==> src/rtl/cdc_pkg.sv <==
// rtl/cdc_pkg.sv - shared state type and defaults for the CDC handshake source
package cdc_pkg;

  typedef enum logic {
    IDLE     = 1'b0,
    WAIT_ACK = 1'b1
  } tx_state_t;

  localparam int CDC_SYNC_STAGES = 2;

endpackage

==> src/rtl/sync_bit.sv <==
// rtl/sync_bit.sv - N-stage single-bit synchronizer, synchronous reset to 0
module sync_bit #(
  parameter int STAGES = 2
) (
  input  logic clk_i,
  input  logic rst_i,
  input  logic d_i,
  output logic q_o
);

  // Only the first flop can go metastable; it is kept apart so tools place it tightly.
  (* ASYNC_REG = "TRUE" *) logic meta_q;
  logic [STAGES-2:0] tail_q;

  always_ff @(posedge clk_i) begin
    if (rst_i) begin
      meta_q <= 1'b0;
      tail_q <= '0;
    end else begin
      meta_q    <= d_i;
      tail_q[0] <= meta_q;
      for (int i = 1; i < STAGES - 1; i++) begin
        tail_q[i] <= tail_q[i-1];
      end
    end
  end

  assign q_o = tail_q[STAGES-2];

endmodule

==> src/rtl/cdc_handshake_tx.sv <==
// rtl/cdc_handshake_tx.sv - source side of a two-phase req/ack multibit crossing
module cdc_handshake_tx
  import cdc_pkg::*;
#(
  parameter int NB          = 8,
  parameter int SYNC_STAGES = CDC_SYNC_STAGES,
  parameter int CNT_W       = 16
) (
  input  logic             i_clock,
  input  logic             i_reset,
  input  logic             i_valid,
  input  logic [NB-1:0]    i_data,
  output logic             o_ready,
  output logic [NB-1:0]    o_data,
  output logic             o_req,
  input  logic             i_ack,
  output logic             o_error,
  output logic [CNT_W-1:0] o_xfer_count
);

  tx_state_t        state_q;
  logic [NB-1:0]    data_q;
  logic             req_q;
  logic             err_q;
  logic [CNT_W-1:0] cnt_q;
  logic [CNT_W-1:0] cnt_d;
  logic             ack_s;

  sync_bit #(
    .STAGES(SYNC_STAGES)
  ) u_ack_sync (
    .clk_i(i_clock),
    .rst_i(i_reset),
    .d_i  (i_ack),
    .q_o  (ack_s)
  );

  assign cnt_d = cnt_q + CNT_W'(1);

  // The transfer is done once the synchronized ack parity catches up with req.
  always_ff @(posedge i_clock) begin
    if (i_reset) begin
      state_q <= IDLE;
      data_q  <= '0;
      req_q   <= 1'b0;
      err_q   <= 1'b0;
      cnt_q   <= '0;
    end else begin
      case (state_q)
        IDLE: begin
          if (ack_s != req_q) begin
            err_q <= 1'b1;
          end
          if (i_valid) begin
            data_q  <= i_data;
            req_q   <= ~req_q;
            state_q <= WAIT_ACK;
          end
        end
        WAIT_ACK: begin
          if (ack_s == req_q) begin
            cnt_q   <= cnt_d;
            state_q <= IDLE;
          end
        end
        default: state_q <= IDLE;
      endcase
    end
  end

  assign o_ready      = (state_q == IDLE) && !i_reset;
  assign o_data       = data_q;
  assign o_req        = req_q;
  assign o_error      = err_q;
  assign o_xfer_count = cnt_q;

endmodule

==> config.mk <==
export PLATFORM = sky130hd
export DESIGN_NAME = cdc_handshake_tx
export DESIGN_NICKNAME = d
export VERILOG_FILES = /design/src/rtl/cdc_pkg.sv /design/src/rtl/sync_bit.sv /design/src/rtl/cdc_handshake_tx.sv
export SDC_FILE = /design/constraint.sdc
export NUM_CORES = 1
export LEC_CHECK = 0
export ABC_AREA = 1
export BUFFER_PORTS_ARGS = -buffer_cell sky130_fd_sc_hd__buf_2
export CAP_MARGIN = 20
export CORE_MARGIN = 8
export CORE_UTILIZATION = 45
export DETAILED_ROUTE_END_ITERATION = 7
export PLACE_DENSITY = 0.78
export SYNTH_ARGS = -nofsm -noshare
export SYNTH_HDL_FRONTEND = slang
export SYNTH_SLANG_ARGS = --single-unit
==> constraint.sdc <==
create_clock -name i_clock -period 1.5 [get_ports i_clock]
set_input_delay 0.15 -clock i_clock [delete_from_list [all_inputs] [get_ports i_clock]]
set_output_delay 0.15 -clock i_clock [all_outputs]
set_load 0.02 [all_outputs]
# Yosys cells after proc, flatten, opt, wreduce, memory -nomap -nowiden
# Cells that the tools add are included.
[word_totals]
ff_bits = 29
input_bits = 12
output_inout_bits = 27
elab_cells = 20
[op_classes]
add_sub_neg = 1
n_eq_ne = 2
n_mux = 3
bitwise_logic = 2
reduce_logical = 5
[ops]
columns = ["operator", "count"]
rows = [
  ["$add 16x1->16 const B", 1],
  ["$reduce_and 2->1", 3],
  ["$mux 1", 2],
  ["$not 1->1", 2],
  ["$pmux 1 s2", 1],
  ["$eq 1x1->1", 1],
  ["$logic_and 1x1->1", 1],
  ["$logic_not 1->1", 1],
  ["$ne 1x1->1", 1],
]

# Logic depth before layout (Yosys ltp)
# Gate-level depths: netlist (run 1).
[logic_depth]
depth_word = 3
depth_mapped = 9

# By module
# A second synthesis (run 1) with hierarchy kept.
[unflattened]
hier_cells = 195
area_unflattened_um2 = 1333.8
[modules_own_cells]
columns = ["mod", "instances", "cells_per_inst", "area_each_um2", "seq_area_each_um2"]
rows = [
  ["cdc_handshake_tx", 1, 189, 1278.7, 540.5],
  ["sync_bit", 1, 6, 55.1, 40.0],
]

# Worst setup path before layout (run 1)
# No wires, ideal clock.
[synth_path]
kind = "reg2reg"
startpoint = "register cnt_q[1], in the netlist o_xfer_count[1]"
endpoint = "register cnt_q[10], in the netlist o_xfer_count[10]"
setup_ns = 0.116
arrival_ns = 1.342
required_ns = 1.384
setup_slack_ns = 0.042
stages_incl_launch_ff = 9
n_path_buf = 0
cell_sequence = "dfxtp_1 > ha_1 > inv_1 > nor2_1 > nand2_1 > nor2_4 > nand2_1 > o21ai_0 > nor2_1"
[synth_via]
elab_chain_cells = 1
[synth_lines]
columns = ["item", "line_no", "text"]
rows = [
  ["start: declaration", "cdc_handshake_tx.sv:25", "logic [CNT_W-1:0] cnt_q;"],
  ["start signal: assignment", "cdc_handshake_tx.sv:62", "cnt_q <= cnt_d;"],
  ["$add 16x1->16", "cdc_handshake_tx.sv:38", "assign cnt_d = cnt_q + CNT_W'(1);"],
]
# Every way passes these cells.
# A chain may end at the register's enable or synchronous reset.

# Final worst setup path (run 1)
[layout_path]
startpoint = "register cnt_q[0], in the netlist o_xfer_count[0]"
endpoint = "register cnt_q[8], in the netlist o_xfer_count[8]"
# The elaborated chain is that of the path after synthesis.

==> results of run 1 <==
-- state kept, by name, indices dropped and copies added, names as in the netlist --
name and flops:
u_ack_sync.meta_q 1, u_ack_sync.q_o 1, o_data 8, state_q 1, o_error 1, o_req 1, o_xfer_count 16
-- power by group through the flow --
stage	logic, uW	registers [uW]	clock network [uW]
floorplan	93.2	877	0
detailed placement	204	844	0
finish	201	826	665
CTS	204	826	682
global route	227	831	724
global placement	201	841	0
-- cell usage in the layout, fill, tap and decap left out, drive strengths merged, types with 2 or more instances in the layout --
cell,synthesis,final
inv,28,28
nor3,2,2
buf,1,42
nand3,11,11
nand2,39,39
nand4,6,6
xnor2,2,2
nor2,50,50
dfxtp,29,29
a21oi,7,7
clkbuf,2,7
o21ai,15,15
-- logic make-up (layout without fill, tap and decap cells) --
logic type / Yosys count / after routing / share of synthesized area, %
XOR/XNOR: 2 / 2 / 1.314
flip-flops: 29 / 29 / 43.53
AO/OA/AOI/OAI: 24 / 24 / 9.475
AND/OR/NAND/NOR: 108 / 108 / 35.93
buffers and inverters: 31 / 78 / 8.817
adder cells (fa/ha/maj): 1 / 1 / 0.9379
-- timing repair --
| item | in CTS | in global routing |
|---|---|---|
| setup endpoints to repair | 0 | 4 |
| resized for setup | 0 | 2 |
| setup buffers | 0 | 0 |
| hold buffers | 0 | 0 |
-- path summary, 6_finish.rpt --
| kind | from | endpoint | slack [ns] | depth (start not counted) |
|---|---|---|---|---|
| setup / recovery | o_xfer_count[0] | o_xfer_count[8] | 0.16 | 8 |
| hold / removal | i_ack | u_ack_sync.meta_q | 0.02 | 3 |
| setup reg to reg | o_xfer_count[0] | o_xfer_count[8] | 0.16 | 8 |
| hold reg to reg | u_ack_sync.meta_q | u_ack_sync.q_o | 0.42 | 2 |
-- metal layers --
| metal | share of wire (%) | GRT usage, % | wire [um] | up-vias |
|---|---|---|---|---|
| met5 | 0 | 0 | 0 | - |
| met4 | 2.2 | 8.036 | 69 | 0 |
| met3 | 7.4 | 4.802 | 229 | 7 |
| met2 | 46 | 20.12 | 1432 | 35 |
| met1 | 44 | 14.94 | 1365 | 586 |
| li1 | - | - | - | 702 |
-- tightest hold or removal path, cell delays in order --
cell,delay [ns]
buf_2,0.07
inv_1,0.03
nor2_1,0.06
-- area by class of cell --
class                      count  area (um2)
clock buffer                   7       55.05
clock inverter                 1       30.03
fill                         252        1112
inverter                      28       105.1
multi-input combinational    135       638.1
sequential                    29       581.8
tap                           31       38.79
timing repair buffer          42       220.2
-- per-stage QoR --
stage	util [%]	hold WS [ns]	cells	worst slack (ns)	total power, uW
floorplan	-	0.2191	195	0.04234	970.7
global placement	56.82	0.3533	265	0.1539	1042
detailed placement	56.82	0.3628	265	0.1004	1048
CTS	59.87	0.01414	273	0.06836	1712
global route	60.01	0.01964	273	0.01208	1781
finish	60.01	0.01621	273	0.1602	1692
==> qor.yml, run 1 <==
power:
  ir_worst_vdd_uv: 831.8
  power_frac_seq_pct: 48.8
  comb_power_share_pct: 11.9
  switching_share_pct: 24.74
  powerDensity_nw_per_um2: 1014
  p_switching_uw: 418.7
  p_leak_uw: 0.0007949
  pwr-share-clk_pct: 39.3
  internal_power_uw: 1274
critical_path:
  path_buf_inv: 1
  crit_family: "simple AND/OR/NAND/NOR gates"
  cp-start-kind: "flip-flop"
  timing.critical_path.fanout_max: 6
  crit_required_ns: 1.73
  cpMaxStageDelayCell: "dfxtp_2"
  critical_path_arrival_ns: 1.57
  endpoint_kind: "flip-flop"
  crit_chain: "ha_2 -> inv_1 -> nor2_1 -> nand2_1 -> nor2_4 -> nand2_1 -> o21ai_0 -> nor2_1"
  crit_type: "reg -> reg"
  max_stage_delay_ns: 0.37
global_route:
  grt_first_pass_wirelength_um: 5354
  first_global_vias: 1237
  grt_overflow: 0
  grtUsageTotal_pct: 13.07
  antenna_found_initial: 0
  grt_max_degree: 15
route:
  vias_per_cell: 4.872
  route.antenna.remaining_nets: 0
  dr.pass1.iters: 4
  wl_per_cell_um: 11.34
  drc: 0
  routed_wl_um: 3096
  via_count: 1330
  drt_iter0_drc: 89
yosys:
  synth_cell_types: 22
  yosysWarnings: 0
  yosys.area.top_type: "dfxtp_1"
  synth_commonest_cells: "46 x nor2_1, 37 x nand2_1, 29 x dfxtp_1, 27 x inv_1, 15 x o21ai_0"
  synth_area_per_cell_um2: 6.840
  yosys_most_used_dff: "dfxtp_1"
  synth_top_area_share_pct: 43.53
  synth_edf_count: 0
  syn-cell-area_um2: 1334
  ys_seq_elements: 29
  syn-num-nets: 208
  synth_most_common_cell: "nor2_1"
  ys_seq_area_share_pct: 43.53
  syn_inst: 195
  synth_area_leaders: "dfxtp_1 44%, nor2_1 13%, nand2_1 10%, inv_1 7.6%, o21ai_0 5.6%"
  ys_async_sr_fraction_pct: 0
placed_design:
  gp_congestion: 0.8333
  io_buffers: 38
  hpwl_um: 2445
  placed_area_um2: 1580
cells_and_area:
  antenna_cells: 0
  drive_gt1_share_pct: 24.79
  fin_nets: 254
  fin_area_um2: 1669
  syn_to_final_growth_pct: 25.14
floorplan:
  die_y_um: 70.44
  start_util_pct: 47.95
  core_um2: 2781
  ios: 39
  die_w_um: 70.44
  dieArea_um2: 4962
  fp-row-count: 19
timing:
  relSlewSlack_pct: 79.35
  fin_skew_ns: 0.006269
  fin_tns_setup_ns: 0
  period_needed_ns: 1.340
  setup_viol: 0
  fmax_mhz: 746.4
  fin_crit_sh_pct: 89.32
  hold_viol: 0
  tightest_slew_ns: 0.3081
  grt_setup_unrepaired: "false"
  maxSlewViolCount: 0
clocking:
  cts_buffer_depth: 2
  cts_buffers: 5
  cts.clk_slew.worst_paths_ns: 0.09
  clock-root-buffer: "clkbuf_4"
  cts_htree_levels: 2
  insertion_delay_ns: 0.33
  tritoncts: "yes"
  cts.sinks: 29
run_status:
  status: "finished clean"
hold_path:
  min_path_type: "in -> reg"
run:
  max-cap-violations: 0
Power figures use the tool's default switching activity.
==> inputs of run 2 (changes only) <==
--- a/config.mk
+++ b/config.mk
@@ -8,6 +8,7 @@
 export ABC_AREA = 1
 export BUFFER_PORTS_ARGS = -buffer_cell sky130_fd_sc_hd__buf_2
 export CAP_MARGIN = 20
+export CORE_ASPECT_RATIO = 0.7
 export CORE_MARGIN = 8
 export CORE_UTILIZATION = 45
 export DETAILED_ROUTE_END_ITERATION = 7
==> qor.yml, run 2 (synthesis gave the netlist of run 1 again) <==
run_status:
  status: "finished clean"  # unchanged
clocking:
  cts_buffers: 5  # unchanged
  cts_buffer_depth: 2  # unchanged
  cts.sinks: 29  # unchanged
  cts_htree_levels: 2  # unchanged
  tritoncts: "yes"  # unchanged
  holdBufCountCts: 0  # unchanged
  cts.clk_slew.worst_paths_ns: 0.06  # was 0.09 ns
  insertion_delay_ns: 0.28  # was 0.33 ns
  clock-root-buffer: "clkbuf_8"  # was clkbuf_4
route:
  drc: 0  # unchanged
  drt_iter0_drc: 102  # was 89
  vias_per_cell: 4.664  # was 4.872
  dr.pass1.iters: 4  # unchanged
  routed_wl_um: 3111  # was 3096 um
  via_count: 1292  # was 1330
  route.antenna.remaining_nets: 0  # unchanged
  wl_per_cell_um: 11.23  # was 11.34 um
critical_path:
  endpoint_kind: "flip-flop"  # unchanged
  timing.critical_path.fanout_max: 6  # unchanged
  cp-start-kind: "flip-flop"  # unchanged
  path_buf_inv: 1  # unchanged
  reg2reg_slack_ns: 0.14  # was 0.16 ns
  rr_startpoint: "o_xfer_count[0]"  # unchanged
  crit_type: "reg -> reg"  # unchanged
  crit_family: "simple AND/OR/NAND/NOR gates"  # unchanged
  ff2ff_path_depth: 8  # unchanged
  crit_chain: "ha_2 -> inv_1 -> nor2_1 -> nand2_1 -> nor2_4 -> nand2_1 -> o21ai_0 -> nor2_1"  # unchanged
  startpoint: "o_xfer_count[0]"  # unchanged
  cpMaxStageDelayCell: "dfxtp_2"  # unchanged
  critical_path_arrival_ns: 1.53  # was 1.57 ns
  timing.rr.end: "o_xfer_count[8]"  # unchanged
  max_stage_delay_ns: 0.35  # was 0.37 ns
  crit_required_ns: 1.67  # was 1.73 ns
floorplan:
  die_y_um: 61.55  # was 70.44 um
  core_um2: 2803  # was 2781 um2
  fp-row-count: 16  # was 19
  start_util_pct: 47.59  # was 47.95%
  die_w_um: 81.07  # was 70.44 um
  ios: 39  # unchanged
  dieArea_um2: 4990  # was 4962 um2
timing:
  hold_viol: 0  # unchanged
  fin_skew_ns: 0.003622  # was 0.006269 ns
  tightest_slew_ns: 0.3028  # was 0.3081 ns
  setup_viol: 0  # unchanged
  relSlewSlack_pct: 79.70  # was 79.35%
  period_needed_ns: 1.363  # was 1.340 ns
  maxSlewViolCount: 0  # unchanged
  whs_ns: 0.07277  # was 0.01621 ns
  fmax_mhz: 733.8  # was 746.4 MHz
  fin_crit_sh_pct: 90.85  # was 89.32%
  grt_setup_unrepaired: "false"  # unchanged
  fin_tns_setup_ns: 0  # unchanged
hold_path:
  min_path_type: "in -> reg"  # unchanged
  hold_depth: 3  # unchanged
  hold_start: "i_ack"  # unchanged
  min_to: "u_ack_sync.meta_q"  # unchanged
placed_design:
  io_buffers: 38  # unchanged
  gp_congestion: 0.8301  # was 0.8333
  hpwl_um: 2413  # was 2445 um
  placed_area_um2: 1579  # was 1580 um2
cells_and_area:
  layout_common_cells: "46 x nor2_1, 38 x buf_2, 37 x nand2_1"  # unchanged
  fillers: 279  # was 252
  fin_area_um2: 1677  # was 1669 um2
  final_common_cell: "nor2_1"  # unchanged
  drive_gt1_share_pct: 24.48  # was 24.79%
  largest_register_ffs: 16  # unchanged
  seq_area_um2: 581.8  # unchanged
  antenna_cells: 0  # unchanged
  fin_nets: 254  # unchanged
  multi_input_area_um2: 638.1  # unchanged
  post-route-util_pct: 59.82  # was 60.01%
  syn_to_final_growth_pct: 25.70  # was 25.14%
global_route:
  antenna_found_initial: 0  # unchanged
  grt_overflow: 0  # unchanged
  first_global_vias: 1193  # was 1237
  grt_max_degree: 25  # was 15
  grtUsageTotal_pct: 13.66  # was 13.07%
  grt_first_pass_wirelength_um: 5250  # was 5354 um
power:
  power_frac_seq_pct: 49.6  # was 48.8%
  switching_share_pct: 25.62  # was 24.74%
  power.total_uw: 1665  # was 1692 uW
  comb_power_share_pct: 12.1  # was 11.9%
  p_switching_uw: 426.7  # was 418.7 uW
  pwr-share-clk_pct: 38.3  # was 39.3%
  p_leak_uw: 0.0007941  # was 0.0007949 uW
  ir_worst_vdd_uv: 688.6  # was 831.8 uV
  internal_power_uw: 1239  # was 1274 uW
  powerDensity_nw_per_um2: 993.2  # was 1014 nW/um2
run:
  max-cap-violations: 0  # unchanged
run 2: per-layer routing:
metal	vias to the layer above	wire, um	part of all wire (%)	GRT usage, %
li1	699	-	-	-
met1	554	1595	51	17.20
met2	35	1269	41	20.05
met3	4	230	7.4	6.851
met4	0	17	0.55	3.797
met5	-	0	0	0
run 2: area by class of cell:
| type | count | share of cell area, % |
|---|---|---|
| clock buffers | 7 | 5.149 |
| repair buffers | 42 | 13.13 |
| multi-input cells | 135 | 38.06 |
| inverters | 28 | 6.269 |
| flip-flops and latches | 29 | 34.70 |
| well taps | 36 | 2.687 |
run 2: worst max path at each step:
stage                     cells after the start  slack, ns                to
after detailed placement                      8       0.07  o_xfer_count[10]
final                                         8       0.14   o_xfer_count[8]
after CTS                                     8       0.05  o_xfer_count[10]
after global placement                        8       0.14  o_xfer_count[10]
after floorplan                               8       0.04  o_xfer_count[10]
after global routing                          7       0.02   o_xfer_count[4]
run 2: what timing repair did:
item	in CTS	in global routing
buffers inserted	0	1
endpoints found under the hold margin	0	0
gates resized for setup	0	3
endpoints found under the setup margin	0	2
run 2: stage by stage:
stage / setup slack [ns] / cells
final: 0.1372 / 277
after global routing: 0.02102 / 277
after CTS: 0.05126 / 276
after detailed placement: 0.06644 / 269
after global placement: 0.1450 / 269
after floorplan: 0.04234 / 195
run 2: power by group through the flow:
stage / combinational (uW) / clock, uW / sequential [uW]
2_1_floorplan: 93.2 / 0 / 877
3_3_place_gp: 198 / 0 / 841
3_5_place_dp: 202 / 0 / 843
4_1_cts: 202 / 661 / 826
5_1_grt: 224 / 690 / 831
6_report: 201 / 638 / 827
run 2: worst min-delay path: stages:
cell	delay, ns
buf_2	0.07
inv_1	0.03
nor2_1	0.06
